**src/rtl/cpu_pkg.sv**
```systemverilog
// Shared definitions for the CPU control blocks.
//   intr_state_t   : interrupt controller FSM encoding
//   PC_WIDTH_DEF   : default program counter width
//   VEC_BASE_DEF   : default address of interrupt vector 0
//   VEC_STRIDE_DEF : default address distance between vectors
//   IRQ_ID_W       : width of an interrupt line index
package cpu_pkg;

  typedef enum logic [1:0] {
    IDLE  = 2'b00,
    ENTER = 2'b01,
    ISR   = 2'b10,
    EXIT  = 2'b11
  } intr_state_t;

  localparam int                      PC_WIDTH_DEF   = 10;
  localparam logic [PC_WIDTH_DEF-1:0] VEC_BASE_DEF   = 10'h3F0;
  localparam int                      VEC_STRIDE_DEF = 2;
  localparam int                      IRQ_ID_W       = 3;

endpackage

```
**src/rtl/irq_prio_enc.sv**
```systemverilog
// Fixed-priority encoder for interrupt arbitration.
//   eligible : requests competing for service (bit 0 = highest priority)
//   winner   : index of the lowest set bit of eligible (0 when none)
//   valid    : 1 when any bit of eligible is set
module irq_prio_enc
  import cpu_pkg::*;
#(
  parameter int NUM_IRQ = 4
) (
  input  logic [NUM_IRQ-1:0]  eligible,
  output logic [IRQ_ID_W-1:0] winner,
  output logic                valid
);

  // Scan from the top down so the lowest set index is the last to write.
  always_comb begin
    winner = '0;
    valid  = |eligible;
    for (int i = NUM_IRQ - 1; i >= 0; i--) begin
      if (eligible[i]) begin
        winner = IRQ_ID_W'(i);
      end
    end
  end

endmodule

```
**src/rtl/intr_ctrl.sv**
```systemverilog
// Interrupt controller feeding the PC-select mux and the ALU flag-bank select.
//   clk, reset   : clock; synchronous active-low reset
//   irq          : rising-edge request lines, synchronous to clk
//   irq_mask     : per-line enable for arbitration
//   intr_en      : global enable for starting a new service
//   reti         : one-cycle return-from-interrupt strobe
//   pc_next      : next sequential PC, saved as the return address on entry
//   interrupcion : 1 while servicing (ENTER and ISR), selects shadow flags
//   take_vector  : one-cycle pulse, PC mux selects vector
//   vector       : VEC_BASE + irq_id*VEC_STRIDE, valid with take_vector
//   sel_ret      : one-cycle pulse, PC mux selects pc_ret
//   pc_ret       : saved return address (EPC), shown in every state
//   irq_ack      : one-hot pulse marking the line being entered
//   irq_id       : index of the line being / last serviced
module intr_ctrl
  import cpu_pkg::*;
#(
  parameter int                  PC_WIDTH   = PC_WIDTH_DEF,
  parameter int                  NUM_IRQ    = 4,
  parameter logic [PC_WIDTH-1:0] VEC_BASE   = PC_WIDTH'(VEC_BASE_DEF),
  parameter int                  VEC_STRIDE = VEC_STRIDE_DEF
) (
  input  logic                clk,
  input  logic                reset,
  input  logic [NUM_IRQ-1:0]  irq,
  input  logic [NUM_IRQ-1:0]  irq_mask,
  input  logic                intr_en,
  input  logic                reti,
  input  logic [PC_WIDTH-1:0] pc_next,
  output logic                interrupcion,
  output logic                take_vector,
  output logic [PC_WIDTH-1:0] vector,
  output logic                sel_ret,
  output logic [PC_WIDTH-1:0] pc_ret,
  output logic [NUM_IRQ-1:0]  irq_ack,
  output logic [2:0]          irq_id
);

  intr_state_t         state_reg;
  logic [NUM_IRQ-1:0]  irq_q_reg;
  logic [NUM_IRQ-1:0]  pending_reg;
  logic [NUM_IRQ-1:0]  pending_next;
  logic [PC_WIDTH-1:0] epc_reg;
  logic [2:0]          irq_id_reg;
  logic                interrupcion_reg;
  logic                take_vector_reg;
  logic [PC_WIDTH-1:0] vector_reg;
  logic                sel_ret_reg;
  logic [NUM_IRQ-1:0]  irq_ack_reg;

  logic [NUM_IRQ-1:0]  rise;
  logic [NUM_IRQ-1:0]  eligible;
  logic [IRQ_ID_W-1:0] winner;
  logic                winner_valid;
  logic [NUM_IRQ-1:0]  winner_onehot;
  logic                start_entry;
  logic [PC_WIDTH-1:0] vec_calc;

  assign rise     = irq & ~irq_q_reg;
  assign eligible = pending_reg & irq_mask;

  irq_prio_enc #(
    .NUM_IRQ (NUM_IRQ)
  ) u_prio (
    .eligible (eligible),
    .winner   (winner),
    .valid    (winner_valid)
  );

  genvar gi;
  generate
    for (gi = 0; gi < NUM_IRQ; gi++) begin : g_onehot
      assign winner_onehot[gi] = (winner == IRQ_ID_W'(gi));
    end
  endgenerate

  assign start_entry = (state_reg == IDLE) && intr_en && winner_valid;
  assign vec_calc    = VEC_BASE + PC_WIDTH'(winner) * PC_WIDTH'(VEC_STRIDE);

  // The winner's bit is cleared on entry, but a fresh edge on the same
  // line in that cycle must not be lost, so the set is OR-ed in last.
  always_comb begin
    pending_next = pending_reg;
    if (start_entry) begin
      pending_next = pending_next & ~winner_onehot;
    end
    pending_next = pending_next | rise;
  end

  // Outputs are registered on the transition into the state they belong to,
  // so each one is a clean Moore output of the state being entered.
  always_ff @(posedge clk) begin
    if (!reset) begin
      state_reg        <= IDLE;
      irq_q_reg        <= '0;
      pending_reg      <= '0;
      epc_reg          <= '0;
      irq_id_reg       <= '0;
      interrupcion_reg <= 1'b0;
      take_vector_reg  <= 1'b0;
      vector_reg       <= '0;
      sel_ret_reg      <= 1'b0;
      irq_ack_reg      <= '0;
    end else begin
      irq_q_reg       <= irq;
      pending_reg     <= pending_next;
      take_vector_reg <= 1'b0;
      vector_reg      <= '0;
      sel_ret_reg     <= 1'b0;
      irq_ack_reg     <= '0;
      case (state_reg)
        IDLE: begin
          if (start_entry) begin
            state_reg        <= ENTER;
            irq_id_reg       <= 3'(winner);
            epc_reg          <= pc_next;
            take_vector_reg  <= 1'b1;
            vector_reg       <= vec_calc;
            irq_ack_reg      <= winner_onehot;
            interrupcion_reg <= 1'b1;
          end
        end
        ENTER: begin
          state_reg <= ISR;
        end
        ISR: begin
          // No nesting: eligible requests simply wait in pending_reg.
          if (reti) begin
            state_reg        <= EXIT;
            sel_ret_reg      <= 1'b1;
            interrupcion_reg <= 1'b0;
          end
        end
        EXIT: begin
          // Always pass through IDLE so one main-program instruction runs.
          state_reg <= IDLE;
        end
        default: state_reg <= IDLE;
      endcase
    end
  end

  assign interrupcion = interrupcion_reg;
  assign take_vector  = take_vector_reg;
  assign vector       = vector_reg;
  assign sel_ret      = sel_ret_reg;
  assign pc_ret       = epc_reg;
  assign irq_ack      = irq_ack_reg;
  assign irq_id       = irq_id_reg;

endmodule

```
**config.mk**
```make
export PLATFORM = sky130hd
export DESIGN_NAME = intr_ctrl
export DESIGN_NICKNAME = d
export VERILOG_FILES = /design/src/rtl/cpu_pkg.sv /design/src/rtl/irq_prio_enc.sv /design/src/rtl/intr_ctrl.sv
export SDC_FILE = /design/constraint.sdc
export NUM_CORES = 1
export LEC_CHECK = 0
export BUFFER_PORTS_ARGS = -buffer_cell sky130_fd_sc_hd__buf_4
export CELL_PAD_IN_SITES_DETAIL_PLACEMENT = 0
export CELL_PAD_IN_SITES_GLOBAL_PLACEMENT = 1
export CORE_MARGIN = 5
export CORE_UTILIZATION = 31
export DETAILED_ROUTE_END_ITERATION = 6
export PLACE_DENSITY = 0.85
export RECOVER_POWER = 100
export SLEW_MARGIN = 5
export SYNTH_ARGS = -nofsm -noshare
export SYNTH_HDL_FRONTEND = slang
export SYNTH_HIERARCHICAL = 1
export SYNTH_SLANG_ARGS = --single-unit
```
**constraint.sdc**
```tcl
create_clock -name clk -period 1.5 [get_ports clk]
set_input_delay 0.225 -clock clk [delete_from_list [all_inputs] [get_ports clk]]
set_output_delay 0.225 -clock clk [all_outputs]
set_load 0.02 [all_outputs]
```
==> impl_metrics.csv, run 1 <==
group,metric,value,unit
floorplanning,core_area,4290,sq um
place,io_buffers,50,
floorplanning,ios,52,
floorplanning,fp.dieW,75.9,microns
final_layout,drive_gt1_share,20.6,%
final_layout,area_growth,29.0,%
worst_setup_path,path_cells,"and2_1 > nor2_1 > nand2_1 > and3_1 > buf_12 > nand3b_2 > nor3_2",
sta,fmax,719,MHz
place,place_congestion,0.730,
worst_setup_path,crit_slowest_cell,"dfxtp_1",
yosys,postSynthCellCount,150,
grt,grt_max_degree,33,
routing,viasPerCell,4.40,
yosys,synth.distinct_cells,29,
routing,wl_per_cell,11.4,microns
routing,initialDrtViolationCount,38,
clock_network,cts-root-buf,"clkbuf_8",
yosys,synth.area.top_cells,"dfxtp_1, nand2_1, a21boi_1",
grt,antenna_found_initial,0,
worst_setup_path,crit_family,"simple AND/OR/NAND/NOR gates",
worst_setup_path,path_buf_inv,1,
grt,grt_pass1_vias,1078,
worst_setup_path,max_stage_delay,0.32,ns
yosys,synth-async-reset-ratio,0,%
worst_setup_path,worstSetupStartpointType,"flip-flop",
routing,drcViolationCount,0,
worst_setup_path,cp.required,1.71,ns
place,dp_hpwl,2140,microns
pwr,cellPowerDensity,1370,nW/um^2
routing,routed_wl,2870,microns
clock_network,clkTransAtPathRegs,0.07,ns
yosys,ys_top_cells_by_count,"nand2_1, dfxtp_1, a21boi_1",
yosys,synth_area,1350,sq um
worst_setup_path,cp.depth,7,
clock_network,cts_buffers,5,
sta,finalCritPeriodShare,92.7,%
sta,post-route-min-period,1.39,ns
yosys,yosysTopAreaCell,"dfxtp_1",
worst_setup_path,path_class,"flip-flop to flip-flop",
clock_network,clockBufferDepth,2,
clock_network,clock_latency,0.28,ns
yosys,avgSynthCellArea,8.97,sq um
pwr,peakVddDrop,0.000462,V
floorplanning,num_rows,24,
hold_path,min_path_cells,3,
routing,first_pass_iters,4,
hold_path,hold_class,"input pin to flip-flop",
grt,grt_pass1_wl,4440,microns
sta,rsz0062_at_grt,"false",
flow_run,maxCapViolCount,0,
yosys,synth_edf_count,0,
clock_network,cts_tree,"built",
sta,tns,0,ns
sta,drv_slew,0,
routing,drt.antenna.violating_nets,0,
clock_network,post_cts_buffers,0,
worst_setup_path,rr_worst_depth,7,
final_layout,diodes,0,
yosys,ys_ff_latch,34,
clock_network,htreeDepth,2,
sta,hold_viol,0,
outcome,outcome,"finished clean",
pwr,leakagePower,0.720,nW
yosys,synth.top_cell.area_share,50.6,%
floorplanning,die_h,75.9,microns
final_layout,largest_reg_flops,10,
clock_network,clock_sinks,34,
sta,skew,0.00316,ns
worst_setup_path,end_kind,"flip-flop",
grt,grt_usage,10.3,%
yosys,synth.yosys.seq_area_share,50.6,%
grt,overflow,0,
floorplanning,dieArea,5760,sq um
yosys,synth.net_count,175,
final_layout,final_nets,224,
routing,vias,1104,
worst_setup_path,cp_max_fo,20,
floorplanning,initial_core_util,31.3,%
sta,setup-violations-final,0,
yosys,synth_warnings,6,
yosys,yosysMostFrequentCell,"nand2_1",
final_layout,fin_util,40.4,%
worst_setup_path,cp.arrival,1.60,ns
yosys,synthFlopType,"dfxtp_1",
[final cells by class]
| type | instances | area, sq um |
|---|---|---|
| fill | 470 | 2560 |
| inverter | 6 | 22.5 |
| clock inverter | 2 | 10.0 |
| timing repair buffer | 55 | 314 |
| multi-input combinational | 97 | 574 |
| sequential | 34 | 681 |
| tap | 52 | 65.1 |
| clock buffer | 5 | 68.8 |
[cell families (layout without fill, tap and decap cells)]
family | Yosys count | after routing | share of synthesized area, %
mux | 1 | 1 | 0.744
other cells | 2 | 2 | 0.558
flops | 34 | 34 | 50.6
buf+inv | 19 | 68 | 7.81
fa+ha+maj | 3 | 3 | 2.79
compound gates | 25 | 25 | 13.3
simple gates | 66 | 66 | 24.2
[metal layers]
| metal | vias to the layer above | track usage [%] | part of all wire [%] |
|---|---|---|---|
| li1 | 572 | - | - |
| met4 | 0 | 4.08 | 1.1 |
| met5 | - | 0 | 0 |
| met2 | 39 | 17.2 | 45 |
| met1 | 487 | 11.1 | 43 |
| met3 | 6 | 4.88 | 11 |
[what timing repair did]
action / in CTS / in global routing
hold buffers: 0 / 0
hold endpoints to repair: 0 / 0
resized for setup: 0 / 3
setup endpoints to repair: 0 / 3
[where the power goes]
group | total (mW) | switching, mW | internal [mW]
logic | 0.693 | 0.415 | 0.278
clock network | 0.627 | 0.316 | 0.311
registers | 1.07 | 0.0522 | 1.01
[worst paths after layout]
check | start | to | slack (ns)
min reg2reg | irq_q_reg[2]$_SDFF_PN0_ | pending_reg[2]$_SDFF_PN0_ | 0.40
max | pending_reg[0]$_SDFF_PN0_ | irq_ack[0]$_SDFF_PN0_ | 0.11
min | irq[2] | irq_q_reg[2]$_SDFF_PN0_ | 0.15
max reg2reg | pending_reg[0]$_SDFF_PN0_ | irq_ack[0]$_SDFF_PN0_ | 0.11
[worst register-to-register path: cells and delay by family, from the launching register on]
kind | cells | cell delay [ns]
buf+inv | 1 | 0.16
simple gates | 6 | 0.83
flops | 1 | 0.32
[stage by stage]
step / cell area, sq um / setup WS [ns] / std cells / total power [mW] / hold slack, ns
after floorplan: 1350 / 0.146 / 150 / 1.59 / 0.336
after global placement: 1760 / 0.0952 / 244 / 1.85 / 0.391
after detailed placement: 1760 / 0.0712 / 244 / 1.86 / 0.396
after CTS: 1840 / 0.0704 / 251 / 2.50 / 0.139
after global routing: 1740 / 0.0110 / 251 / 2.55 / 0.148
final: 1740 / 0.110 / 251 / 2.39 / 0.146
[layout by cell type, fill, tap and decap left out, drive strengths merged]
cell,n
a21boi,14
a21oi,2
and2,7
and3,5
buf,25
clkbuf,35
clkinv,2
conb,2
dfxtp,34
ha,3
inv,6
mux2i,1
nand2,35
nand2b,4
nand3,1
nand3b,1
nor2,7
nor2b,2
nor3,2
nor4,2
o21a,1
o21ai,4
o22ai,1
o311ai,2
o31a,1
Note: power is estimated with default switching activity, not from simulation.
==> run 2, diff against run 1 <==
--- a/config.mk
+++ b/config.mk
@@ -8,6 +8,7 @@
 export BUFFER_PORTS_ARGS = -buffer_cell sky130_fd_sc_hd__buf_4
 export CELL_PAD_IN_SITES_DETAIL_PLACEMENT = 0
 export CELL_PAD_IN_SITES_GLOBAL_PLACEMENT = 1
+export CORE_ASPECT_RATIO = 0.9
 export CORE_MARGIN = 5
 export CORE_UTILIZATION = 31
 export DETAILED_ROUTE_END_ITERATION = 6
==> run 2 against run 1 <==
Net effect:
- sequential share of layout area shrank 0.36 points
- non-clock buffer count grew 2
- design area grew 0.94%
- setup slack is essentially flat
- utilization grew 2.0 points
- first-iteration DRC count grew 24%
- via count shrank 0.45%
- largest cell class unchanged
- critical endpoint is now interrupcion$_SDFFE_PN0P_
- wire length shrank 1.1%
- critical path depth is the same
- sequential power is essentially flat
- global-route usage shrank 0.087 points
- clock-buffer cell count is the same
==> impl_metrics.csv, run 2 (same netlist as run 1, synthesis figures left out) <==
group,metric,value,unit
sta,finalCritPeriodShare,92.7,%
final_layout,diodes,0,
sta,max_slew_margin,63.0,%
final_layout,most-common-layout-cells,"nand2_1, dfxtp_1, clkbuf_1, buf_4, a21boi_1",
worst_setup_path,path_cells,"and2_2 > nor2_1 > nand2_1 > and3_4 > buf_4 > a21oi_2 > nor2_1",
floorplanning,core_area,4130,sq um
worst_setup_path,max_stage_delay,0.31,ns
sta,setup-violations-final,0,
sta,skew,0.00455,ns
worst_setup_path,path_class,"flip-flop to flip-flop",
routing,first_pass_iters,4,
routing,routed_wl,2840,microns
place,dpl.cell_count,241,
clock_network,htreeDepth,2,
final_layout,area_growth,30.2,%
clock_network,cts_tree,"built",
routing,vias,1099,
grt,grt_pass1_vias,1066,
sta,hold_slack,0.139,ns
place,io_buffers,50,
worst_setup_path,end_kind,"flip-flop",
grt,grt_use_met3,4.09,%
final_layout,drive_gt1_share,22.9,%
floorplanning,dieArea,5760,sq um
place,place_area,1750,sq um
floorplanning,fp.dieW,79.4,microns
pwr,peakVddDrop,0.000436,V
pwr,leakagePower,0.730,nW
clock_network,cts-root-buf,"clkbuf_8",
grt,grt_max_degree,33,
sta,hold_viol,0,
grt,overflow,0,
final_layout,final_common_cell,"nand2_1",
worst_setup_path,crit_top_cell,"nor2_1",
final_layout,finalInstanceArea,1750,sq um
sta,tns,0,ns
grt,grt_busiest_layer,"met2",
flow_run,maxCapViolCount,0,
worst_setup_path,worstSetupStartpointType,"flip-flop",
routing,drcViolationCount,0,
routing,drt.antenna.violating_nets,0,
worst_setup_path,crit_slowest_cell,"dfxtp_1",
final_layout,final_cells,249,
clock_network,clock_sinks,34,
sta,rsz0062_at_grt,"true",
sta,post-route-min-period,1.39,ns
sta,worst_slew_pin_slew,0.556,ns
worst_setup_path,cp_max_fo,7,
final_layout,final_nets,226,
grt,met2_usage,16.4,%
floorplanning,ios,52,
grt,grt_pass1_wl,4580,microns
final_layout,largest_reg_flops,10,
grt,grt_usage,10.2,%
sta,setup_slack,0.109,ns
worst_setup_path,cp.arrival,1.56,ns
routing,wl_per_cell,11.4,microns
clock_network,clockBufferDepth,2,
floorplanning,initial_core_util,32.6,%
floorplanning,num_rows,22,
hold_path,hold_class,"input pin to flip-flop",
floorplanning,die_h,72.5,microns
grt,met1_usage,11.7,%
routing,initialDrtViolationCount,47,
grt,antenna_found_initial,0,
place,place_ws,0.0495,ns
place,dp_hpwl,2120,microns
clock_network,clock_latency,0.28,ns
final_layout,fin_util,42.4,%
outcome,outcome,"finished clean",
clock_network,cts_buffers,5,
worst_setup_path,r2r_setup_slack,0.11,ns
place,place_congestion,0.717,
sta,fmax,719,MHz
sta,drv_slew,0,
routing,viasPerCell,4.41,
pwr,power,2.41,mW
clock_network,clkTransAtPathRegs,0.07,ns
pwr,cellPowerDensity,1370,nW/um^2
worst_setup_path,cp.required,1.67,ns
clock_network,ctsHoldBuffers,0,
run 2: final timing paths:
| path | cells after the start | from | endpoint |
|---|---|---|---|
| hold reg to reg | 1 | irq_q_reg[1]$_SDFF_PN0_ | pending_reg[1]$_SDFF_PN0_ |
| hold / removal | 3 | irq[1] | irq_q_reg[1]$_SDFF_PN0_ |
| setup / recovery | 7 | pending_reg[0]$_SDFF_PN0_ | interrupcion$_SDFFE_PN0P_ |
| setup reg to reg | 7 | pending_reg[0]$_SDFF_PN0_ | interrupcion$_SDFFE_PN0P_ |
run 2: repair_timing:
item | 4_1_cts | 5_1_grt
buffers inserted | 0 | 1
setup endpoints to repair | 0 | 14
gates resized for setup | 0 | 8
run 2: final cells by class:
type,instances,area (sq um)
well taps,48,60.1
clock inverters,2,10.0
flip-flops and latches,34,681
fillers,463,2380
inverters,6,22.5
clock buffers,5,68.8
multi-input cells,97,589
repair buffers,57,320
run 2: critical path: cells and delay by family, from the launching register on:
family / cells / cell delay (ns)
compound gates: 1 / 0.10
simple gates: 5 / 0.70
buf+inv: 1 / 0.16
flops: 1 / 0.31
run 2: power by group:
group	switching [mW]	internal, mW	total (mW)
Clock	0.311	0.311	0.622
Combinational	0.429	0.291	0.720
Sequential	0.0529	1.01	1.07
Total	0.793	1.61	2.41
run 2: layer usage:
layer	part of all wire, %	wire length, microns
met1	44	1240
met2	45	1270
met3	10	296
met4	1.4	39
met5	0	0
==> run 3, diff against run 2 <==
--- a/config.mk
+++ b/config.mk
@@ -12,6 +12,7 @@
 export CORE_MARGIN = 5
 export CORE_UTILIZATION = 31
 export DETAILED_ROUTE_END_ITERATION = 6
+export GPL_TIMING_DRIVEN = 0
 export PLACE_DENSITY = 0.85
 export RECOVER_POWER = 100
 export SLEW_MARGIN = 5
==> run 3 against run 2 <==
Net effect:
- clock skew increased by 0.0016 ns
- flip-flop and latch count unchanged
- die area unchanged
- via count increased by 2.7%
- critical path depth decreased by 2
- first-iteration DRC count decreased by 43%
- critical path type unchanged
- largest cell class unchanged
- largest power group unchanged
- highest routed layer unchanged
==> impl_metrics.csv, run 3 (same netlist as run 1, synthesis figures left out) <==
group,metric,value,unit
worst_setup_path,path_class,"flip-flop to flip-flop",
sta,finalCritPeriodShare,95.4,%
clock_network,htreeDepth,2,
pwr,power,2.49,mW
final_layout,most-common-layout-cells,"nand2_1, dfxtp_1, buf_4, clkbuf_1, a21boi_1",
place,dp_hpwl,2240,microns
floorplanning,core_area,4130,sq um
final_layout,final_nets,233,
clock_network,clock_latency,0.28,ns
sta,drv_slew,0,
routing,routed_wl,2860,microns
worst_setup_path,cp_max_fo,7,
sta,rsz0062_at_grt,"true",
grt,grt_use_met3,4.34,%
pwr,leakagePower,0.781,nW
final_layout,diodes,0,
worst_setup_path,end_kind,"flip-flop",
routing,drcViolationCount,0,
routing,initialDrtViolationCount,27,
floorplanning,num_rows,22,
pwr,peakVddDrop,0.000755,V
grt,grt_pass1_vias,1114,
floorplanning,ios,52,
grt,overflow,0,
floorplanning,die_h,72.5,microns
sta,skew,0.00615,ns
sta,hold_viol,0,
routing,viasPerCell,4.39,
pwr,cellPowerDensity,1350,nW/um^2
grt,grt_max_degree,12,
sta,setup-violations-final,0,
grt,met2_usage,18.0,%
clock_network,cts_tree,"built",
outcome,outcome,"finished clean",
routing,vias,1129,
routing,drt.antenna.violating_nets,0,
grt,antenna_found_initial,0,
sta,fmax,699,MHz
clock_network,cts-root-buf,"clkbuf_8",
final_layout,fin_util,44.5,%
grt,grt_busiest_layer,"met2",
routing,first_pass_iters,4,
worst_setup_path,cp.required,1.66,ns
floorplanning,dieArea,5760,sq um
clock_network,clock_sinks,34,
final_layout,area_growth,36.7,%
floorplanning,initial_core_util,32.6,%
clock_network,clockBufferDepth,2,
worst_setup_path,cp.arrival,1.59,ns
hold_path,hold_class,"input pin to flip-flop",
grt,grt_usage,10.9,%
worst_setup_path,worstSetupStartpointType,"flip-flop",
grt,met1_usage,12.5,%
routing,wl_per_cell,11.1,microns
floorplanning,fp.dieW,79.4,microns
sta,post-route-min-period,1.43,ns
final_layout,drive_gt1_share,26.8,%
clock_network,clkTransAtPathRegs,0.07,ns
place,io_buffers,50,
grt,grt_pass1_wl,4860,microns
final_layout,largest_reg_flops,10,
flow_run,maxCapViolCount,0,
clock_network,cts_buffers,5,
place,place_congestion,0.716,
## run 3: worst max-delay path: stages (launching register included)
cell and delay, ns:
dfxtp_1 0.31, and2_2 0.22, nor3_4 0.33, nand2b_1 0.13
o311ai_1 0.24, o21ai_1 0.10
## run 3: final timing paths
check                           depth (start not counted)                 startpoint                   endpoint  slack [ns]
worst max-delay path                                    5  pending_reg[1]$_SDFF_PN0_  pending_reg[2]$_SDFF_PN0_        0.07
worst min-delay path                                    3                     irq[1]    irq_q_reg[1]$_SDFF_PN0_        0.15
worst max register to register                          5  pending_reg[1]$_SDFF_PN0_  pending_reg[2]$_SDFF_PN0_        0.07
worst min register to register                          1    irq_q_reg[1]$_SDFF_PN0_  pending_reg[1]$_SDFF_PN0_        0.41
## run 3: repair_timing
action,4_1_cts,5_1_grt
hold endpoints to repair,0,0
endpoints found under the setup margin,3,17
pin swaps,0,1
setup buffers,0,1
hold buffers,0,0
resized for setup,2,10
## run 3: where the power goes
| group | total [mW] | switching, mW | internal, mW |
|---|---|---|---|
| registers | 1.06 | 0.0500 | 1.01 |
| clock network | 0.680 | 0.311 | 0.368 |
| logic | 0.746 | 0.439 | 0.307 |
## run 3: per-stage QoR
step                      cells  setup TNS, ns  setup WS [ns]  hold WS (ns)  cell area (sq um)
final                       257              0         0.0688         0.145               1840
after detailed placement    248         -0.196        -0.0506         0.401               1790
after floorplan             150              0          0.146         0.336               1350
after CTS                   256        -0.0377        -0.0290         0.141               1890
after global placement      248        -0.0861        -0.0516         0.392               1790
after global routing        257        -0.0440        -0.0235         0.149               1840
## run 3: final cells by class
class	count	area (sq um)
multi-input combinational	97	608
fill	452	2290
inverter	6	22.5
sequential	34	681
tap	48	60.1
clock inverter	2	12.5
clock buffer	6	82.6
timing repair buffer	51	289
buffer	13	83.8
## run 3: layer usage
layer	part of all wire, %	up-vias
met4	1.3	0
met5	0	-
li1	-	594
met1	46	497
met2	45	34
met3	7.7	4
